**src/rtl/uart_rx_frame_ctrl_pkg.sv**
```systemverilog
// Shared definitions for the UART RX frame controller and its sampler:
// state encoding, parity type codes and default widths.
package uart_rx_frame_ctrl_pkg;

  localparam int DATA_WIDTH_DEF = 8;
  localparam int PRESC_W_DEF    = 5;

  localparam logic PAR_EVEN = 1'b0;
  localparam logic PAR_ODD  = 1'b1;

  typedef enum logic [2:0] {
    ST_IDLE   = 3'd0,
    ST_START  = 3'd1,
    ST_DATA   = 3'd2,
    ST_PARITY = 3'd3,
    ST_STOP   = 3'd4
  } rx_state_e;

endpackage

```
**src/rtl/uart_rx_frame_ctrl_edge_bit_cnt.sv**
```systemverilog
// Edge counter within one bit period plus data bit index, with enable,
// synchronous clear and a wrap flag at the last edge of each bit.
module uart_rx_frame_ctrl_edge_bit_cnt
  import uart_rx_frame_ctrl_pkg::*;
#(
  parameter int DATA_WIDTH = DATA_WIDTH_DEF,
  parameter int PRESC_W    = PRESC_W_DEF,
  localparam int BIT_W     = $clog2(DATA_WIDTH)
) (
  input  logic               Cnt_CLK,
  input  logic               Cnt_RST,
  input  logic               Cnt_clr,
  input  logic               Cnt_en,
  input  logic               Cnt_bit_en,
  input  logic [PRESC_W-1:0] Cnt_prescale,
  output logic [PRESC_W-1:0] Cnt_edge_cnt,
  output logic [BIT_W-1:0]   Cnt_bit_cnt,
  output logic               Cnt_wrap
);

  assign Cnt_wrap = Cnt_en && (Cnt_edge_cnt == Cnt_prescale - PRESC_W'(1));

  always_ff @(posedge Cnt_CLK) begin
    if (!Cnt_RST) begin
      Cnt_edge_cnt <= '0;
      Cnt_bit_cnt  <= '0;
    end else if (Cnt_clr) begin
      Cnt_edge_cnt <= '0;
      Cnt_bit_cnt  <= '0;
    end else if (Cnt_en) begin
      Cnt_edge_cnt <= Cnt_wrap ? '0 : Cnt_edge_cnt + PRESC_W'(1);
      if (Cnt_wrap && Cnt_bit_en) begin
        Cnt_bit_cnt <= (Cnt_bit_cnt == BIT_W'(DATA_WIDTH - 1)) ? '0
                                                                : Cnt_bit_cnt + BIT_W'(1);
      end
    end
  end

endmodule

```
**src/rtl/uart_rx_frame_ctrl.sv**
```systemverilog
// UART RX frame controller: start detect, sampler control, LSB-first
// deserialization, parity/stop checks and one-cycle result pulses.
//
//  state  | meaning
//  IDLE   | line idle, waiting for a low level on RX_IN
//  START  | inside start bit; a high vote rejects it as a glitch
//  DATA   | shifting in DATA_WIDTH voted bits, LSB first
//  PARITY | capturing the parity vote (only when latched PAR_EN)
//  STOP   | first stop vote ends the frame and fires the result pulses
module uart_rx_frame_ctrl
  import uart_rx_frame_ctrl_pkg::*;
#(
  parameter int DATA_WIDTH = DATA_WIDTH_DEF,
  parameter int PRESC_W    = PRESC_W_DEF,
  localparam int BIT_W     = $clog2(DATA_WIDTH)
) (
  input  logic                  RxCtrl_CLK,
  input  logic                  RxCtrl_RST,
  input  logic                  RxCtrl_RX_IN,
  input  logic                  RxCtrl_PAR_EN,
  input  logic                  RxCtrl_PAR_TYP,
  input  logic [PRESC_W-1:0]    RxCtrl_prescale,
  input  logic                  RxCtrl_sample,
  input  logic                  RxCtrl_sample_valid,
  output logic [PRESC_W-1:0]    RxCtrl_edge_cnt,
  output logic                  RxCtrl_data_samp_en,
  output logic [DATA_WIDTH-1:0] RxCtrl_P_DATA,
  output logic                  RxCtrl_data_valid,
  output logic                  RxCtrl_par_err,
  output logic                  RxCtrl_stp_err
);

  rx_state_e             state, next_state;
  logic [DATA_WIDTH-1:0] shreg;
  logic                  par_en_q, par_typ_q, par_bad;
  logic [BIT_W-1:0]      bit_cnt;
  logic                  wrap, cnt_clr, cnt_en, par_fail;

  uart_rx_frame_ctrl_edge_bit_cnt #(
    .DATA_WIDTH (DATA_WIDTH),
    .PRESC_W    (PRESC_W)
  ) u_cnt (
    .Cnt_CLK      (RxCtrl_CLK),
    .Cnt_RST      (RxCtrl_RST),
    .Cnt_clr      (cnt_clr),
    .Cnt_en       (cnt_en),
    .Cnt_bit_en   (state == ST_DATA),
    .Cnt_prescale (RxCtrl_prescale),
    .Cnt_edge_cnt (RxCtrl_edge_cnt),
    .Cnt_bit_cnt  (bit_cnt),
    .Cnt_wrap     (wrap)
  );

  always_ff @(posedge RxCtrl_CLK) begin
    if (!RxCtrl_RST) state <= ST_IDLE;
    else             state <= next_state;
  end

  always_comb begin
    next_state = state;
    case (state)
      ST_IDLE:   if (!RxCtrl_RX_IN) next_state = ST_START;
      ST_START: begin
        if (RxCtrl_sample_valid && RxCtrl_sample) next_state = ST_IDLE;
        else if (wrap)                            next_state = ST_DATA;
      end
      ST_DATA: begin
        if (wrap && bit_cnt == BIT_W'(DATA_WIDTH - 1))
          next_state = par_en_q ? ST_PARITY : ST_STOP;
      end
      ST_PARITY: if (wrap) next_state = ST_STOP;
      ST_STOP:   if (RxCtrl_sample_valid) next_state = ST_IDLE;
      default:   next_state = ST_IDLE;
    endcase
  end

  // Clearing on the way into IDLE keeps edge_cnt at 0 for the whole idle period.
  always_comb begin
    RxCtrl_data_samp_en = (state != ST_IDLE);
    cnt_en              = (state != ST_IDLE);
    cnt_clr             = (next_state == ST_IDLE);
  end

  assign par_fail = par_bad && par_en_q;

  always_ff @(posedge RxCtrl_CLK) begin
    if (!RxCtrl_RST) begin
      shreg             <= '0;
      par_en_q          <= 1'b0;
      par_typ_q         <= 1'b0;
      par_bad           <= 1'b0;
      RxCtrl_P_DATA     <= '0;
      RxCtrl_data_valid <= 1'b0;
      RxCtrl_par_err    <= 1'b0;
      RxCtrl_stp_err    <= 1'b0;
    end else begin
      RxCtrl_data_valid <= 1'b0;
      RxCtrl_par_err    <= 1'b0;
      RxCtrl_stp_err    <= 1'b0;
      if (state == ST_IDLE && !RxCtrl_RX_IN) begin
        par_en_q  <= RxCtrl_PAR_EN;
        par_typ_q <= RxCtrl_PAR_TYP;
        par_bad   <= 1'b0;
      end
      if (RxCtrl_sample_valid) begin
        case (state)
          ST_DATA:   shreg <= {RxCtrl_sample, shreg[DATA_WIDTH-1:1]};
          ST_PARITY: par_bad <= RxCtrl_sample ^ (^shreg) ^ (par_typ_q == PAR_ODD);
          ST_STOP: begin
            RxCtrl_stp_err <= ~RxCtrl_sample;
            RxCtrl_par_err <= par_fail;
            if (RxCtrl_sample && !par_fail) begin
              RxCtrl_data_valid <= 1'b1;
              RxCtrl_P_DATA     <= shreg;
            end
          end
          default: ;
        endcase
      end
    end
  end

endmodule

```
**config.mk**
```make
export PLATFORM = sky130hd
export DESIGN_NAME = uart_rx_frame_ctrl
export DESIGN_NICKNAME = d
export VERILOG_FILES = /design/src/rtl/uart_rx_frame_ctrl_pkg.sv /design/src/rtl/uart_rx_frame_ctrl_edge_bit_cnt.sv /design/src/rtl/uart_rx_frame_ctrl.sv
export SDC_FILE = /design/constraint.sdc
export NUM_CORES = 1
export LEC_CHECK = 0
export ABC_CLOCK_PERIOD_IN_PS = 4600
export BUFFER_PORTS_ARGS = -buffer_cell sky130_fd_sc_hd__buf_2
export CORE_ASPECT_RATIO = 2
export CORE_MARGIN = 5
export CORE_UTILIZATION = 28
export DETAILED_ROUTE_END_ITERATION = 6
export HOLD_SLACK_MARGIN = 0.06
export SETUP_SLACK_MARGIN = 0.1
export SLEW_MARGIN = 25
export SYNTH_ARGS = -nofsm -noshare
export SYNTH_HDL_FRONTEND = slang
export SYNTH_HIERARCHICAL = 1
export SYNTH_SLANG_ARGS = --single-unit
export TNS_END_PERCENT = 20
```
**constraint.sdc**
```tcl
create_clock -name RxCtrl_CLK -period 4.6 [get_ports RxCtrl_CLK]
set_input_delay 1.38 -clock RxCtrl_CLK [delete_from_list [all_inputs] [get_ports RxCtrl_CLK]]
set_output_delay 1.38 -clock RxCtrl_CLK [all_outputs]
set_load 0.005 [all_outputs]
```
==> flow_results.org, run 1 <==
** STA
- Final total negative setup slack :: 0 ps
- The number of hold violations in the final report is 0.
- Final worst clock skew :: between 2 and 2.5 ps
- For the finished layout, the period the worst path requires is 3470 ps.
- Setup repair after global routing missed its margin :: no
- Measured against its own limit, the worst slew margin works out to 65.5%.
- The number of max-slew violations in the final report came to 0.
- FMAX :: 288 MHz
- Final critical-path share of the clock period :: about three quarters
- For the pin with the worst max-slew slack, the measured transition is just over 500 ps.
- Total setup violations reported at the end of the flow :: 0

** Clocking
- Number of hold buffers added after CTS :: 0
- After clock tree synthesis, the repair step resized 0 gates.
- TritonCTS clock tree :: done
- Post-CTS timing repair inserted 0 buffers for setup.
- CTS buffer count :: 5
- CTS Root Cell :: clkbuf_16
- H-tree level count :: 2
- Counting every sink on the clock net gives 33.
- Longest Clk Path Bufs :: 2
- The clock reaches the later pin of the worst-skew pair after roughly 270 ps.
- Clock-pin slew on the worst setup and hold paths :: 50 ps

** Worst hold path
- In this run the worst hold path is classified as flop to flop.

** Floorplanning
- Area of the die :: 0.00790 mm2
- Pin placement for this block handled 29 I/O pins.
- The floorplan step set the die width to 65.4 um.
- In this run the standard cell core region covers 0.00601 mm2.
- Number of rows in the core area :: 40
- Overall die height :: 121 um
- Starting density of the core :: 28.6%

** Routing
- Total iterations of the first detailed-routing run :: 3
- DR vias/cell :: ~4.8
- In the routed design, unresolved DRC markers number 0.
- After detailed routing, the total wire length is ~3700 um.
- Routed WL per cell :: 13.9 um
- Number of vias after detailed routing :: 1301
- Detailed router's first-iteration violation count :: 13
- Post-route antenna net violation count :: 0

** Synthesis
- Share of the synthesized netlist area taken by xor and xnor gates :: 13.2%
- The mapped netlist covers 0.00172 mm2.
- YS warnings :: 6
- Of the total synthesized cell area, the portion taken by AND, OR, NAND and NOR gates is approximately 28%.
- Synthesis produced a netlist whose cell count is 177.
- Share of synthesized registers carrying an async set or reset :: 0%
- Primary FF master, synth :: dfxtp_1
- In this run the mean area of a mapped cell was between 9 and 10 um2.
- Largest family of logic cells by synthesized area :: simple AND/OR/NAND/NOR gates
- Number of synthesized flops with an enable pin :: 0
- Seq cells post-synth :: 33
- In this run, distinct cell masters in the synthesized netlist total 43.
- Fraction of synthesized area in multiplexers :: 6.99%
- Post-Syn Nets :: around 190
- Adder-cell share of the synthesized area :: 2.91%
- Summing the areas of all compound-gate instances in the mapped netlist gives around 6.6% of the synthesized area.
- Fraction of the yosys area taken by sequential cells :: 38.4%

** Global routing
- In the global route stage, overall resource usage came out at 10.2%.
- Global-route wire length before repair :: between 6000 and 7000 um
- Remaining Overflow, GRT :: 0
- Number of global-route vias before repair :: 1397
- Largest net degree at the start of global routing :: 20
- Antenna violations before repair :: 0

** Power
- In this run the power density over the cells is 323 mW/mm2.
- The worst-case IR drop observed on VDD is 0.254 mV.
- Summed over all cells, the static leakage comes to 0.885 nW.

** Placement
- Final HPWL from detailed placement :: 3020 um
- Including well taps, the total number of placed cells is 262.
- Total of buffers placed on input and output ports :: 28
- Placer's final routability congestion estimate :: around 0.83
- Placed instance area :: 0.00191 mm2

** Setup path
- The setup path with the least slack is of type input port to flop.
- Arrival time at the worst endpoint :: between 3000 and 4000 ps
- Along the worst path, the maximum fanout reaches 9.
- For the worst setup path, the data required time is 4800 ps.
- Most used cell along the critical path :: nand3b_1
- The largest single stage delay on the critical path is 430 ps.
- Nature of the critical path endpoint :: flop
- The worst setup path is launched from an input port.
- CP max-delay cell :: nor2b_1
- Traced cell by cell, the critical path runs through buf_2, inv_1, ha_1, xor2_1, nand4_4, nor3_4, nand3b_1, a21boi_1, nor4_2, nor2b_1, nand3b_1, mux2i_1.

** Cells and area
- Area growth from synthesis to layout :: 19.3%
- 0 antenna diodes ended up in the layout.
- Filler instances :: around 650
- Total non-filler cell area in the finished layout :: 0.00205 mm2
- At the end of the flow, the number of nets in the layout was 222.
- In the final layout, the share of cells above drive strength 1 is 25.1%.
- Excluding fillers, the count of instances in the completed layout stands at 270.

** Run status
- The flow ran to the end, and the final reports show no timing, DRC or antenna violations.

** Flow run
- Max-cap violations :: 0
-- cell type report --
cell class / count / area (um2) / share of cell area [%]
clock buffer: 5 / 125 / 6.10
clock inverter: 3 / 17.5 / 0.854
timing repair buffer: 28 / 140 / 6.83
multi-input combinational: 130 / 998 / 48.7
inverter: 8 / 30.0 / 1.46
sequential: 33 / 661 / 32.2
tap: 63 / 78.8 / 3.84
-- kinds of logic after synthesis --
group / Yosys count
buffers and inverters: 14
AO/OA/AOI/OAI: 18
AND/OR/NAND/NOR: 78
adder cells (fa/ha/maj): 4
multiplexers: 12
flip-flops: 33
XOR/XNOR: 18
-- flip-flops by register name, summed over array words and instances (netlist names), 3 cells and up --
name and count:
shreg 8, u_cnt/Cnt_bit_cnt 3, u_cnt/Cnt_edge_cnt 5, RxCtrl_P_DATA 8
state 3
-- through the flow --
| stage | hold slack (ps) | setup WS (ps) | util (%) | power (mW) |
|---|---|---|---|---|
| 2_1_floorplan | 452 | 1190 | - | 0.337 |
| 3_3_place_gp | 466 | 903 | 31.8 | 0.352 |
| 3_5_place_dp | 480 | 824 | 31.8 | 0.353 |
| 4_1_cts | 488 | 1100 | 34.1 | 0.677 |
| 5_1_grt | 510 | 837 | 34.1 | 0.690 |
| 6_report | 484 | 1130 | 34.1 | 0.663 |
-- power by group --
group | total, mW | leakage (nW) | internal [mW] | switching, mW
clock | 0.317 | 0.0696 | 0.198 | 0.119
combinational | 0.0532 | 0.549 | 0.0230 | 0.0301
sequential | 0.293 | 0.266 | 0.289 | 0.00438
-- synthesized netlist by cell type, types with 2 or more instances --
| cell | count | area (um2) |
|---|---|---|
| xor2_1 | 6 | 52.6 |
| xnor2_2 | 3 | 48.8 |
| mux2i_1 | 12 | 120 |
| nor4_4 | 2 | 42.5 |
| nand3_1 | 4 | 20.0 |
| buf_2 | 3 | 15.0 |
| o21a_1 | 3 | 22.5 |
| ha_1 | 4 | 50.1 |
| nand3b_1 | 6 | 45.0 |
| or3_1 | 2 | 12.5 |
| nand4_4 | 2 | 42.5 |
| inv_1 | 7 | 26.3 |
| nor2_1 | 17 | 63.8 |
| a21oi_1 | 9 | 45.0 |
| nor3_1 | 6 | 30.0 |
| xnor2_1 | 6 | 52.6 |
| dfxtp_1 | 33 | 661 |
| nand4_1 | 3 | 18.8 |
| nand2_1 | 25 | 93.8 |
-- layer usage --
metal | part of all wire (%) | up-vias | GRT usage [%] | wire length (um)
met5 | 0 | - | 0 | 0
met3 | 3.7 | 8 | 2.32 | 140
met4 | 2.5 | 0 | 4.29 | 95
met2 | 60 | 22 | 21.0 | 2260
li1 | - | 664 | - | -
met1 | 33 | 607 | 8.81 | 1240
-- worst paths after layout --
kind | slack, ps | startpoint | depth (start not counted) | to
worst min-delay path | 480 | u_cnt/Cnt_bit_cnt[2] | 2 | u_cnt/Cnt_bit_cnt[2]
worst max register to register | 1920 | state[1] | 9 | u_cnt/Cnt_bit_cnt[1]
worst max-delay path | 1130 | RxCtrl_prescale[0] | 12 | u_cnt/Cnt_bit_cnt[1]
worst min register to register | 480 | u_cnt/Cnt_bit_cnt[2] | 2 | u_cnt/Cnt_bit_cnt[2]
-- cell usage in the layout (no fill, tap or decap), types with 2 or more instances in the layout --
master	n
dfxtp_1	33
ha_1	4
nor3_1	6
or3_1	2
o21a_1	3
a21oi_1	9
xnor2_2	3
nor4_4	2
nand4_1	3
xnor2_1	6
buf_2	28
nand3_1	4
nand3b_1	6
nand4_4	2
clkbuf_16	5
xor2_1	6
mux2i_1	12
inv_1	7
clkinv_2	2
nand2_1	25
nor2_1	17
-- worst max-delay path: cells and delay by family --
kind	cells	cell delay, ps
simple gates	6	1250
mux	1	160
xor+xnor	1	220
fa+ha+maj	1	290
compound gates	1	210
buf+inv	2	170
Note: power is estimated with default switching activity, not from simulation.
==> inputs of run 2 (changes only) <==
--- a/config.mk
+++ b/config.mk
@@ -5,7 +5,7 @@
 export SDC_FILE = /design/constraint.sdc
 export NUM_CORES = 1
 export LEC_CHECK = 0
-export ABC_CLOCK_PERIOD_IN_PS = 4600
+export ABC_CLOCK_PERIOD_IN_PS = 3500
 export BUFFER_PORTS_ARGS = -buffer_cell sky130_fd_sc_hd__buf_2
 export CORE_ASPECT_RATIO = 2
 export CORE_MARGIN = 5
==> constraint.sdc (replaced) <==
create_clock -name RxCtrl_CLK -period 3.5 [get_ports RxCtrl_CLK]
set_input_delay 1.05 -clock RxCtrl_CLK [delete_from_list [all_inputs] [get_ports RxCtrl_CLK]]
set_output_delay 1.05 -clock RxCtrl_CLK [all_outputs]
set_load 0.005 [all_outputs]
==> run 2 against run 1 <==
  * Die area unchanged
  * Clock power rose by 34%
  * Clock skew rose by 2.2 ps
  * Wire length fell by 1.7%
  * Sequential share of layout area down 0.12 points
  * Worst hold slack worse by 2.2 ps
  * Via count hardly changed
  * Total power rose by 33%
  * Critical path depth is the same
  * Sequential power increased by 32%
  * Largest power group unchanged
==> flow_results.org, run 2 (synthesis gave the netlist of run 1 again) <==
** Run status
- The run finished with clean final reports.

** Worst hold path
- In this run the most critical hold path is launched from u_cnt/Cnt_bit_cnt[2].
- The worst hold path passes through 2 cells.
- The worst hold path terminates at u_cnt/Cnt_bit_cnt[2].
- The min-delay analysis places its worst path in the category flop to flop.

** Global routing
- The first global-routing pass estimated approximately 6200 um of wire.
- Largest net degree at the start of global routing :: 20
- Overall fraction of global-route tracks in use :: 9.99%
- Antenna violations before repair :: 0
- The total overflow left after global routing is 0.
- The via count of the first global-routing pass was 1339.

** Setup path
- The kind of cell with the highest combined delay along the critical path is simple AND/OR/NAND/NOR gates.
- Nature of the critical path endpoint :: flop
- Traced cell by cell, the critical path runs through buf_2, inv_1, ha_1, xor2_1, nand4_4, nor3_4, nand3b_1, a21boi_1, nor4_2, nor2b_1, nand3b_1, mux2i_1.
- Most used cell along the critical path :: nand3b_1
- The worst register-to-register path has a setup slack of 930 ps.
- Worst setup SP type :: input port
- Of all nets on the critical path, the largest fanout is 9.
- Arrival time at the worst endpoint :: 3240 ps
- CP max-delay cell :: nor2b_1
- CP Buf/Inv Count :: 2
- At the worst endpoint, the required time is approximately 3700 ps.
- Worst reg2reg path depth :: 9
- On the worst path, the slowest cell contributes a delay of 440 ps.
- Source of the worst register-to-register timing path :: state[1]
- The worst setup path is of the input port to flop kind.
- In this run the critical register-to-register path is captured at u_cnt/Cnt_bit_cnt[1].

** Power
- Logic gate share of total power :: between 7 and 8%
- Relative contribution of the clock network to total power :: 48.2%
- Switching part of the total power :: 21.7%
- For this design the total switching power over the nets is 0.191 mW.
- Peak supply drop :: 0.359 mV
- Areal power density over the cells :: 428 mW/mm2
- In this run the static leakage power is about 0.9 nW.
- Per report_power, the sequential group accounts for a little over two fifths of the total.
- Design internal power :: 0.689 mW

** Routing
- Total iterations of the first detailed-routing run :: 4
- The final layout contains routed wiring with a total length of 3680 um.
- DR vias/cell :: around 4.8
- Routed WL per cell :: 13.6 um
- The detailed router finished its first iteration with 25 violations.
- DRC violations left :: 0
- Post-route antenna net violation count :: 0
- The routed layout has 1302 vias.

** Clocking
- Clock-pin slew was measured on the worst setup and hold paths at 50 ps.
- H-tree level count :: 2
- The tree is rooted in a clkbuf_16.
- The clock reaches the later pin of the worst-skew pair after 270 ps.
- Post-CTS repair changed the size of 0 cells.
- TritonCTS clock tree :: done
- TritonCTS created 5 clock buffers.
- Longest Clk Path Bufs :: 2
- Number of hold buffers added after CTS :: 0
- The tree built by TritonCTS fans out to 33 sinks.
- Setup Buffers After CTS :: 0

** STA
- Of the available clock period, the critical path in the final layout requires 86.7%.
- Setup repair after global routing missed its margin :: no
- Final worst clock skew :: 4.31 ps
- Minimum period implied by the final worst setup slack :: 3040 ps
- Total setup violations reported at the end of the flow :: 0
- Hold Vio Cnt, Final :: 0
- Final total negative setup slack :: 0 ps
- Count of final max-slew check failures :: 0
- Minimum setup slack in the final design :: 465 ps
- Actual transition at the worst max-transition pin :: 544 ps
- Relative slew slack :: a little under two thirds
- Timing would allow up to approximately 330 MHz.

** Floorplanning
- The floorplan has 40 rows.
- For this configuration, the core starts out at a cell density of 28.6%.
- The die covers 0.00790 mm2.
- From left edge to right edge, the die measures 65.4 um.
- The total area inside the core boundary comes to 0.00601 mm2.
- Overall die height :: 121 um
- 29 I/O pins were placed.

** Cells and area
- Count of nets after finishing :: between 200 and 250
- The finished cells cover 0.00206 mm2.
- For this run, the share of the core covered by cells in the final layout is 34.3%.
- The library cell used most frequently in the layout, excluding fill and tap cells, is dfxtp_1.
- The repair_antennas step left the layout with diodes totalling 0.
- Share of post-route cells with drive strength above 1 :: 24.6%
- The area growth from synthesis to layout is 19.7%.
- Commonest cells after routing, fill and taps aside :: 33 x dfxtp_1, 28 x buf_2, 25 x nand2_1
- Biggest registers after layout :: RxCtrl_P_DATA x8, shreg x8, u_cnt/Cnt_edge_cnt x5

** Placement
- Placer's final routability congestion estimate :: 0.809
- OpenSTA, run right after detailed placement, puts the worst setup slack at 175 ps.
- Total of buffers placed on input and output ports :: 28
- Final HPWL from detailed placement :: 2930 um
- The placed instances occupy a cell area of 0.00192 mm2.

** Flow run
- Max-cap violations in this run came to 0.
[run 2: cell count changes in the layout (fill, tap and decap cells not counted), sizes merged]
cell and change:
clkinv -2, buf +1, clkinvlp -1, clkbuf +2
[run 2: worst reg2reg max path, delay by kind of cell, from the launching register on]
| kind | cells | cell delay (ps) |
|---|---|---|
| AOI/OAI and AO/OA | 1 | 210 |
| DFF | 1 | 600 |
| muxes | 1 | 140 |
| and+or+nand+nor | 7 | 1550 |
[run 2: metal layers]
layer	vias to the layer above	GRT usage [%]	part of all wire [%]
li1	666	-	-
met1	602	9.67	37
met2	26	19.1	56
met3	8	2.42	4.4
met4	0	4.42	2.3
met5	-	0	0
[run 2: layout make-up]
type	count	area [um2]
Clock buffer	7	143
Fill cell	621	3950
Inverter	8	30.0
Multi-Input combinational cell	130	998
Sequential cell	33	661
Tap cell	63	78.8
Timing Repair Buffer	29	148
[run 2: metrics by stage]
stage          total power [mW]  std cells  hold WS [ps]
3_3_place_gp              0.463        263           467
4_1_cts                   0.889        270           487
6_report                  0.880        270           482
2_1_floorplan             0.443        177           452
5_1_grt                   0.914        270           508
3_5_place_dp              0.464        263           480
[run 2: power by group through the flow]
stage,clock network [mW],registers [mW],logic [mW]
2_1_floorplan,0,0.392,0.0514
3_3_place_gp,0,0.393,0.0698
3_5_place_dp,0,0.393,0.0706
4_1_cts,0.432,0.385,0.0713
5_1_grt,0.451,0.386,0.0772
6_report,0.424,0.386,0.0699
[run 2: how the worst max path moves through the flow]
stage          cells past startpoint               start  slack, ps                     to
2_1_floorplan                     13  RxCtrl_prescale[0]        420  u_cnt/Cnt_edge_cnt[0]
3_3_place_gp                      13  RxCtrl_prescale[0]        250   u_cnt/Cnt_bit_cnt[0]
3_5_place_dp                      12  RxCtrl_prescale[0]        170   u_cnt/Cnt_bit_cnt[1]
4_1_cts                           12  RxCtrl_prescale[0]        460   u_cnt/Cnt_bit_cnt[1]
5_1_grt                           12  RxCtrl_prescale[0]        180   u_cnt/Cnt_bit_cnt[1]
6_report                          12  RxCtrl_prescale[0]        460   u_cnt/Cnt_bit_cnt[1]
==> inputs of run 3 (changes only) <==
--- a/config.mk
+++ b/config.mk
@@ -5,6 +5,7 @@
 export SDC_FILE = /design/constraint.sdc
 export NUM_CORES = 1
 export LEC_CHECK = 0
+export ABC_AREA = 1
 export ABC_CLOCK_PERIOD_IN_PS = 3500
 export BUFFER_PORTS_ARGS = -buffer_cell sky130_fd_sc_hd__buf_2
 export CORE_ASPECT_RATIO = 2
==> run 3 against run 2 <==
  * Cell count grew 39%
  * Critical endpoint is now u_cnt/Cnt_edge_cnt[3]
  * Maximum frequency is 1.5% higher
  * Global-route usage up 1.1 points
  * Core utilization up 0.72 points
  * Synthesized area grew 2.3%
  * Critical path type unchanged
  * Clock power up 35%
  * Final area up 5.5%
  * Sequential power about the same
  * Largest cell class unchanged
  * Via count is 30% higher
  * Total power is 17% higher
==> flow_results.org, run 3 <==
** STA
- The routed design could run at a clock period as short as 2990 ps.
- FMAX :: 334 MHz
- Headroom to the max-slew limit came out at about three quarters.
- Setup repair after global routing missed its margin :: no
- Adding up every negative setup slack in the final design gives 0 ps.
- Total setup violations reported at the end of the flow :: 0
- The number of max-slew violations in the final report came to 0.
- For the final database, setup skew stands at 6.19 ps.
- Dividing the final minimum period by the clock period gives 85.4%.
- At the pin with the least slew margin, the transition time is approximately 400 ps.
- Hold Vio Cnt, Final :: 0

** Cells and area
- Count of nets after finishing :: 305
- At the end of the flow the core is filled with cells to approximately a third.
- 0 antenna diodes ended up in the layout.
- Share of post-route cells with drive strength above 1 :: about a fifth
- In the layout the commonest cells are 70 x nand2_1, 33 x dfxtp_1, 29 x inv_1.
- Area growth from synthesis to layout :: 23.5%
- Biggest registers after layout :: RxCtrl_P_DATA x8, shreg x8, u_cnt/Cnt_edge_cnt x5
- Leaving out fill and tap cells, the most frequent cell in the layout is nand2_1.

** Clocking
- CTS buffer count :: 5
- Counting every sink on the clock net gives 33.
- Clock-pin slew on the worst setup and hold paths :: about 60 ps
- CTS Root Cell :: clkbuf_16
- Number of cells upsized or downsized after cts :: 0
- Buffers inserted to repair hold after CTS numbered 0.
- The longest clock path from root to sink contains 2 buffers.
- Once the clock tree was built, the setup fixing pass inserted 0 buffers.
- At the later pin of the worst-skew pair, clock insertion delay measures 280 ps.
- H-tree level count :: 2
- TritonCTS clock tree :: done

** Worst hold path
- The path class of the tightest hold or removal check is flop to flop.
- The worst hold path begins at par_bad.

** Setup path
- The critical path starts at RxCtrl_prescale[0].
- Worst setup SP type :: input port
- The critical path is of the input port to flop type.
- The worst setup path is captured at a flop.
- Data on the critical path arrives at its endpoint at 3160 ps.
- Required @ worst endpoint :: 3670 ps
- In this run the worst path has a maximum fanout of 11.
- In this run the critical register-to-register path is launched from state[0].

** Synthesis
- For this run, the leading register cell type out of synthesis is dfxtp_1.
- Leading area contributor after synthesis :: dfxtp_1
- Seq cells post-synth :: 33
- Of the post-synthesis cell area, the dominant cell type holds 37.6%.
- Post-synthesis cell count :: ~260
- By area the synthesized netlist is led by dfxtp_1 38%, nand2_1 15%, inv_1 6.2%.
- Fraction of the yosys area taken by sequential cells :: 37.6%
- Yosys instantiated no cell more often than nand2_1.
- For this run, the number of Yosys warnings is 6.
- The synthesized netlist occupies a cell area of 0.00176 mm2.
- Number of synthesized flops with an enable pin :: 0
- Share of synthesized registers carrying an async set or reset :: 0%
- After synthesis, the most frequently instantiated cells are 70 x nand2_1, 33 x dfxtp_1, 29 x inv_1, 26 x nor2_1, 21 x a21oi_1.
- Post-Syn Nets :: 274
- Averaged over all synthesized cells, the footprint is 6.82 um2.
- The number of different library cells used by synthesis comes to 33.

** Routing
- DRC violations left :: 0
- The routed layout has 1697 vias.
- Routed WL per cell :: 10.4 um
- DR vias/cell :: between 4 and 5
- Detailed router's first-iteration violation count :: 31
- The final layout contains routed wiring with a total length of ~3900 um.
- Before antenna repair, the detailed router went through 4 iterations.
- Once detail routing completed, the nets flagged for antenna violations numbered 0.

** Floorplanning
- The floorplan has between 40 and 50 rows.
- Floorplan die width :: 66.1 um
- Area of the die :: 0.00806 mm2
- Number of ports placed on the die boundary :: 29
- Overall die height :: 122 um
- For this configuration, the core starts out at a cell density of ~28%.
- After floorplanning, the core was sized to cover 0.00621 mm2.

** Global routing
- Remaining Overflow, GRT :: 0
- Number of global-route vias before repair :: ~1700
- Overall fraction of global-route tracks in use :: 11.0%
- Global-route wire length before repair :: 7200 um
- Antenna violations before repair :: 0
- Entering global routing, the biggest net connects 23 pins.

** Placement
- Final HPWL from detailed placement :: 3000 um
- Total of buffers placed on input and output ports :: 28
- At the end of routability-driven placement, the weighted congestion stood at between 0.7 and 0.8.

** Power
- Leakage power figure :: around 1.1 nW
- Areal power density over the cells :: 473 mW/mm2
- Peak supply drop :: 0.279 mV

** Run status
- The run finished with clean final reports.

** Flow run
- Max-cap violations :: 0
[run 3: changes by cell type in the layout (fill, tap and decap cells not counted), sizes merged, moves of 9 or more]
cell	delta
nor2	+12
inv	+31
xnor2	-9
nand3	+11
a21oi	+15
nand2	+49
o21ai	+17
mux2i	-12
[run 3: path summary, 6_finish.rpt]
check	end	slack, ps	cells past startpoint
min	par_bad	490	2
max	u_cnt/Cnt_edge_cnt[3]	510	15
max reg2reg	u_cnt/Cnt_edge_cnt[3]	980	16
min reg2reg	par_bad	490	2
[run 3: layer usage]
metal	GRT usage, %	vias up	wire, um
met1	12.8	771	1720
li1	-	891	-
met4	3.82	0	68
met2	19.4	30	1980
met5	0	-	0
met3	2.68	5	151
[run 3: power breakdown]
part           total (mW)  internal [mW]  switching (mW)  leakage (nW)
combinational      0.0680         0.0256          0.0425         0.698
sequential          0.384          0.380         0.00453         0.267
clock               0.574          0.410           0.164        0.0944
total                1.03          0.815           0.211          1.06
[run 3: final cells by class]
| type | count | area (um2) |
|---|---|---|
| Sequential cell | 33 | 661 |
| Timing Repair Buffer | 29 | 148 |
| Clock buffer | 5 | 125 |
| Inverter | 38 | 148 |
| Clock inverter | 3 | 68.8 |
| Fill cell | 669 | 4040 |
| Multi-Input combinational cell | 182 | 915 |
| Tap cell | 86 | 108 |
[run 3: metrics by stage]
stage | total power [mW] | std cells | hold WS, ps | setup slack, ps | area (um2)
2_1_floorplan | 0.439 | 258 | 445 | 553 | 1760
3_5_place_dp | 0.461 | 368 | 483 | 233 | 1980
4_1_cts | 1.04 | 376 | 493 | 511 | 2170
3_3_place_gp | 0.459 | 368 | 470 | 435 | 1980
5_1_grt | 1.07 | 376 | 520 | 255 | 2170
6_report | 1.03 | 376 | 493 | 510 | 2170
[run 3: cells by family (layout without fill, tap and decap cells)]
group / count (synthesis) / count (layout) / synth area share (%)
xor+xnor: 1 / 1 / 0.498
flops: 33 / 33 / 37.6
compound gates: 46 / 46 / 14.5
fa+ha+maj: 4 / 4 / 2.85
buf+inv: 43 / 75 / 10.5
simple gates: 131 / 131 / 34.1
[run 3: worst max-delay path: stages]
cell     delay, ps
buf_2          120
inv_1           60
ha_1           310
xnor2_1        140
nor2_2         120
nand2_2         90
nor2_8         180
nand4_1        190
nor3_1         200
nor2_1          90
nand3_1         70
nor2_1          40
nor2_1         140
inv_1          110
nor4_1         280
